## src/rtl/demux2_buffered_if.sv

```systemverilog
// Handshake bundle for demux2_buffered: one producer side and two independent consumer sides.
// The slave modport is the demux's view; master is the surrounding producer/consumer view.
interface demux2_buffered_if #(
    parameter int WIDTH = 64,
    parameter int DEPTH = 2
);
    localparam int CW = $clog2(DEPTH) + 1;

    logic             in_valid;
    logic             in_ready;
    logic             in_select;
    logic [WIDTH-1:0] in_data;

    logic             out0_valid;
    logic             out0_ready;
    logic [WIDTH-1:0] out0_data;
    logic [CW-1:0]    out0_count;

    logic             out1_valid;
    logic             out1_ready;
    logic [WIDTH-1:0] out1_data;
    logic [CW-1:0]    out1_count;

    modport slave (
        input  in_valid, in_select, in_data, out0_ready, out1_ready,
        output in_ready, out0_valid, out0_data, out0_count,
               out1_valid, out1_data, out1_count
    );

    modport master (
        output in_valid, in_select, in_data, out0_ready, out1_ready,
        input  in_ready, out0_valid, out0_data, out0_count,
               out1_valid, out1_data, out1_count
    );
endinterface

```

## src/rtl/demux2_buffered.sv

```systemverilog
// Buffered 1-to-2 demultiplexer: each accepted beat is steered by in_select into one of two
// independent DEPTH-entry FIFOs, so a stalled consumer never blocks the other destination.
module demux2_buffered #(
    parameter int WIDTH = 64,
    parameter int DEPTH = 2
) (
    input logic              clk,
    input logic              rst,
    demux2_buffered_if.slave bus
);
    localparam int PW = $clog2(DEPTH);
    localparam int CW = PW + 1;

    typedef enum logic {
        EMPTY    = 1'b0,
        NONEMPTY = 1'b1
    } fifoState_e;

    fifoState_e       state_q [2];
    fifoState_e       state_d [2];
    logic [WIDTH-1:0] mem_q   [2][DEPTH];
    logic [PW-1:0]    wrPtr_q [2];
    logic [PW-1:0]    wrPtr_d [2];
    logic [PW-1:0]    rdPtr_q [2];
    logic [PW-1:0]    rdPtr_d [2];
    logic [CW-1:0]    count_q [2];
    logic [CW-1:0]    count_d [2];

    logic [1:0] full;
    logic [1:0] push;
    logic [1:0] pop;
    logic [1:0] outReady;

    assign outReady = {bus.out1_ready, bus.out0_ready};

    // Fullness comes only from registered counts, keeping out*_ready off the in_ready path.
    always_comb begin
        full = '0;
        for (int k = 0; k < 2; k++) begin
            full[k] = (count_q[k] == CW'(DEPTH));
        end
    end

    assign bus.in_ready = ~full[bus.in_select];

    always_comb begin
        push = '0;
        pop  = '0;
        for (int k = 0; k < 2; k++) begin
            wrPtr_d[k] = wrPtr_q[k];
            rdPtr_d[k] = rdPtr_q[k];
            count_d[k] = count_q[k];
            state_d[k] = state_q[k];

            push[k] = bus.in_valid && !full[k] && (bus.in_select == 1'(k));
            pop[k]  = outReady[k] && (state_q[k] == NONEMPTY);

            if (push[k]) begin
                wrPtr_d[k] = wrPtr_q[k] + PW'(1);
            end
            if (pop[k]) begin
                rdPtr_d[k] = rdPtr_q[k] + PW'(1);
            end

            case ({push[k], pop[k]})
                2'b10:   count_d[k] = count_q[k] + CW'(1);
                2'b01:   count_d[k] = count_q[k] - CW'(1);
                default: count_d[k] = count_q[k];
            endcase

            case (state_q[k])
                EMPTY: begin
                    if (push[k]) begin
                        state_d[k] = NONEMPTY;
                    end
                end
                NONEMPTY: begin
                    if (pop[k] && !push[k] && (count_q[k] == CW'(1))) begin
                        state_d[k] = EMPTY;
                    end
                end
                default: state_d[k] = EMPTY;
            endcase
        end
    end

    always_ff @(posedge clk) begin
        if (rst) begin
            for (int k = 0; k < 2; k++) begin
                state_q[k] <= EMPTY;
                wrPtr_q[k] <= '0;
                rdPtr_q[k] <= '0;
                count_q[k] <= '0;
            end
        end else begin
            for (int k = 0; k < 2; k++) begin
                state_q[k] <= state_d[k];
                wrPtr_q[k] <= wrPtr_d[k];
                rdPtr_q[k] <= rdPtr_d[k];
                count_q[k] <= count_d[k];
            end
        end
    end

    // Storage is cleared on reset so an empty FIFO presents zero data rather than stale beats.
    always_ff @(posedge clk) begin
        if (rst) begin
            for (int k = 0; k < 2; k++) begin
                for (int d = 0; d < DEPTH; d++) begin
                    mem_q[k][d] <= '0;
                end
            end
        end else begin
            for (int k = 0; k < 2; k++) begin
                if (push[k]) begin
                    mem_q[k][wrPtr_q[k]] <= bus.in_data;
                end
            end
        end
    end

    assign bus.out0_valid = (state_q[0] == NONEMPTY);
    assign bus.out1_valid = (state_q[1] == NONEMPTY);
    assign bus.out0_data  = mem_q[0][rdPtr_q[0]];
    assign bus.out1_data  = mem_q[1][rdPtr_q[1]];
    assign bus.out0_count = count_q[0];
    assign bus.out1_count = count_q[1];
endmodule

```

## src/flat_wrapper.sv

```systemverilog
// flat-port wrapper written by rule: the top's interface ports become plain ports
module demux2_buffered_flat 
#(
    parameter int WIDTH = 64,
    parameter int DEPTH = 2
)
  (clk, rst, bus_in_valid, bus_in_select, bus_in_data, bus_out0_ready, bus_out1_ready, bus_in_ready, bus_out0_valid, bus_out0_data, bus_out0_count, bus_out1_valid, bus_out1_data, bus_out1_count);
  demux2_buffered_if #(.WIDTH(WIDTH), .DEPTH(DEPTH)) bus_i ();
  input logic clk;
  input logic rst;
  input wire logic [$bits(bus_i.in_valid)-1:0] bus_in_valid;
  input wire logic [$bits(bus_i.in_select)-1:0] bus_in_select;
  input wire logic [$bits(bus_i.in_data)-1:0] bus_in_data;
  input wire logic [$bits(bus_i.out0_ready)-1:0] bus_out0_ready;
  input wire logic [$bits(bus_i.out1_ready)-1:0] bus_out1_ready;
  output wire logic [$bits(bus_i.in_ready)-1:0] bus_in_ready;
  output wire logic [$bits(bus_i.out0_valid)-1:0] bus_out0_valid;
  output wire logic [$bits(bus_i.out0_data)-1:0] bus_out0_data;
  output wire logic [$bits(bus_i.out0_count)-1:0] bus_out0_count;
  output wire logic [$bits(bus_i.out1_valid)-1:0] bus_out1_valid;
  output wire logic [$bits(bus_i.out1_data)-1:0] bus_out1_data;
  output wire logic [$bits(bus_i.out1_count)-1:0] bus_out1_count;
  assign bus_i.in_valid = bus_in_valid;
  assign bus_i.in_select = bus_in_select;
  assign bus_i.in_data = bus_in_data;
  assign bus_i.out0_ready = bus_out0_ready;
  assign bus_i.out1_ready = bus_out1_ready;
  assign bus_in_ready = bus_i.in_ready;
  assign bus_out0_valid = bus_i.out0_valid;
  assign bus_out0_data = bus_i.out0_data;
  assign bus_out0_count = bus_i.out0_count;
  assign bus_out1_valid = bus_i.out1_valid;
  assign bus_out1_data = bus_i.out1_data;
  assign bus_out1_count = bus_i.out1_count;
  demux2_buffered #(.WIDTH(WIDTH), .DEPTH(DEPTH)) u_core (.clk(clk), .rst(rst), .bus(bus_i));
endmodule
```

## config.mk

```make
export PLATFORM = sky130hd
export DESIGN_NAME = demux2_buffered_flat
export DESIGN_NICKNAME = d
export VERILOG_FILES = /design/src/rtl/demux2_buffered_if.sv /design/src/rtl/demux2_buffered.sv /design/src/flat_wrapper.sv
export SDC_FILE = /design/constraint.sdc
export NUM_CORES = 1
export LEC_CHECK = 0
export ABC_AREA = 1
export BUFFER_PORTS_ARGS = -buffer_cell sky130_fd_sc_hd__buf_2
export CAP_MARGIN = 0
export CORE_AREA = 2 2 147 149
export DETAILED_ROUTE_END_ITERATION = 10
export DIE_AREA = 0 0 149 151
export GPL_TIMING_DRIVEN = 0
export PLACE_DENSITY = 0.78
export SETUP_SLACK_MARGIN = 0.15
export SLEW_MARGIN = 25
export SYNTH_ARGS = -nofsm -noshare
export SYNTH_HDL_FRONTEND = slang
export SYNTH_SLANG_ARGS = --single-unit
```

## constraint.sdc

```tcl
create_clock -name clk -period 10 [get_ports clk]
set_input_delay 2 -clock clk [delete_from_list [all_inputs] [get_ports clk]]
set_output_delay 2 -clock clk [all_outputs]
set_load 0.05 [all_outputs]
```

==> impl_metrics.json <==
{
  "die-area_um2": 22500,
  "vias": 8459,
  "netlist_area_um2": 11300,
  "io-pin-count": 205,
  "yosysTopAreaCell": "edfxtp_1",
  "ys_seq_elements": 266,
  "drc": 0,
  "wl_mm": 28.7,
  "endpoint_kind": "output port",
  "ys.flop_type": "edfxtp_1",
  "fin_nets": 1426,
  "cts.sink_count": 266,
  "crit_path_start_kind": "primary input",
  "yosysTopAreaCellShare_pct": 67.8,
  "hold_path_end": "u_core.state_q[0][0]",
  "timing.final.ws_setup_ps": 5350,
  "reg2reg_depth": 8,
  "rsz0062_at_grt": "false",
  "fin_skew_ps": 7.87,
  "cpMaxStageDelayCell": "buf_2",
  "drt-vias-per-instance": 5.15,
  "grt-ovfl-total": 0,
  "drtIter0Drc": 539,
  "drive_above_1_share_pct": 21.1,
  "setup_viol_count_final": 0,
  "crit_buf_inv": 2,
  "synth_area_per_cell_um2": 10.2,
  "wl_per_cell_um": 17.4,
  "port_buffers": 204,
  "finalNonFillerCells": 1643,
  "clock_path_buffers": 3,
  "cts_max_level": 1,
  "ys.warnings.count": 0,
  "antenna_cells_inserted": 0,
  "hold_path_depth": 2,
  "preCtsSetupSlack_ps": 5390,
  "antenna_found_initial": 1,
  "ctsResizeCount": 0,
  "die_h_um": 151,
  "dieWidth_um": 149,
  "synth_cell_types": 18,
  "cp_top_family": "buffers and inverters",
  "yosysMostFrequentCell": "nand2_1",
  "period_needed_ps": 4650,
  "r2r_start": "u_core.count_q[0][0]",
  "leakage_nw": 6.35,
  "synthArstFlopShare_pct": 0,
  "synth-edff-count": 256,
  "cts_hold_buffers": 0,
  "yosysSeqAreaShare_pct": 69.5,
  "slew_headroom_pct": 50.8,
  "cts.clk_slew.worst_paths_ps": 60,
  "critPathArrivalTime_ps": 2650,
  "grt_start_max_net_pins": 44,
  "timing.final.max_slew_violations": 0,
  "power.density_nw_per_um2": 199,
  "core_um2": 20800,
  "final_antenna_net_count": 0,
  "drv_cap": 0,
  "start_util_pct": 54.5,
  "outcome": "complete, no violations",
  "fmax_mhz": 215,
  "path_class": "in2out",
  "synth_area_leaders": "edfxtp_1 68%, nand2_1 13%, nor2_1 6.5%, nor3_1 2.8%, inv_1 2.8%",
  "synth.net_count": 1188,
  "cpPeakStageDelay_ps": 300,
  "finalCritPeriodShare_pct": 46.5,
  "grt_pass1_wl_mm": 43.2,
  "insertion_delay_ps": 520,
  "path_depth": 3,
  "path_max_fanout": 5,
  "place_congestion": 0.795,
  "fin_tns_setup_ps": 0,
  "cts_setup_buffers": 0,
  "worst-r2r-setup-slack_ps": 7400,
  "netlist_instances": 1110,
  "track_usage_pct": 25.3,
  "total_power_mw": 2.73,
  "dr.pass1.iters": 6,
  "rows": 53,
  "ir_worst_vdd_uv": 144,
  "crit_start": "bus_in_select",
  "grt_pass1_vias": 8181,
  "required_ps": 8000,
  "hp-start": "u_core.state_q[0][0]",
  "hold_violations": 0,
  "tritoncts": "yes",
  "cts_buffers": 26,
  "dp_cells": 1595,
  "crit_top_cell": "buf_2",
  "syn_to_final_growth_pct": 21.1,
  "root_buffer": "clkbuf_16",
  "tightest_slew_ps": 738,
  "hold_class": "reg2reg",
  "yosys-top-cells-count": "402 x nand2_1, 256 x edfxtp_1, 196 x nor2_1",
  "path_cells": "buf_2, o21ai_0, buf_2",
  "dp_hpwl_mm": 19.1,
  "worstReg2RegEnd": "u_core.mem_q[0][100]"
}
==> cells by family after synthesis <==
group	count (synthesis)	synth area share, %
DFF	266	69.5
buffers and inverters	148	5.70
AOI/OAI and AO/OA	14	0.618
and+or+nand+nor	674	23.2
adders and majority gates	8	0.883
==> through the flow <==
stage / area, µm² / util (%) / hold slack (ps)
5_1_grt: 13700 / 65.9 / 529
6_report: 13700 / 65.9 / 493
3_5_place_dp: 12900 / 61.9 / 483
3_3_place_gp: 12700 / 61.0 / 472
4_1_cts: 13700 / 65.9 / 493
2_1_floorplan: 11300 / - / 458
==> where the power goes <==
group | switching, mW | internal [mW]
combinational | 0.357 | 0.0949
sequential | 0.0190 | 1.29
clock | 0.406 | 0.560
==> area by class of cell <==
class,count,area (µm²)
Sequential cell,266,7890
Fill cell,1647,7090
Multi-Input combinational cell,696,2840
Timing Repair Buffer,210,1170
Clock buffer,36,729
Tap cell,275,344
Buffer,63,328
Inverter,85,319
Clock inverter,12,110
==> registers in the layout, summed over array words and instances, names as in the netlist <==
register / cells
u_core.wrPtr_q: 2
u_core.count_q: 4
u_core.mem_q: 256
u_core.rdPtr_q: 2
u_core.state_q: 2
==> worst min-delay path: cells and delay by family, from the launching register on <==
| family | cells | cell delay [ps] |
|---|---|---|
| buffers and inverters | 1 | 60 |
| AOI/OAI and AO/OA | 1 | 50 |
| DFF | 1 | 340 |
==> worst max path at each step <==
stage | endpoint | slack [ps]
floorplan | u_core.mem_q[1][0] | 2640
global placement | u_core.mem_q[1][40] | -480
detailed placement | bus_in_ready | 5390
CTS | bus_in_ready | 5390
global route | bus_in_ready | 5290
finish | bus_in_ready | 5350
==> layout by cell type, fill, tap and decap left out, types with 10 or more instances in the layout <==
master / count
nand2_1: 399
edfxtp_1: 256
buf_2: 229
nor2_1: 196
inv_1: 84
nor3_1: 64
clkbuf_16: 27
clkbuf_1: 26
buf_1: 11
dfxtp_1: 10
==> layer usage <==
metal	share of wire, %	GRT usage, %
met5	0.024	0
met4	2.4	7.95
met2	49	43.4
met3	8.0	3.89
met1	41	33.7
(Power assumes the default switching activity.)
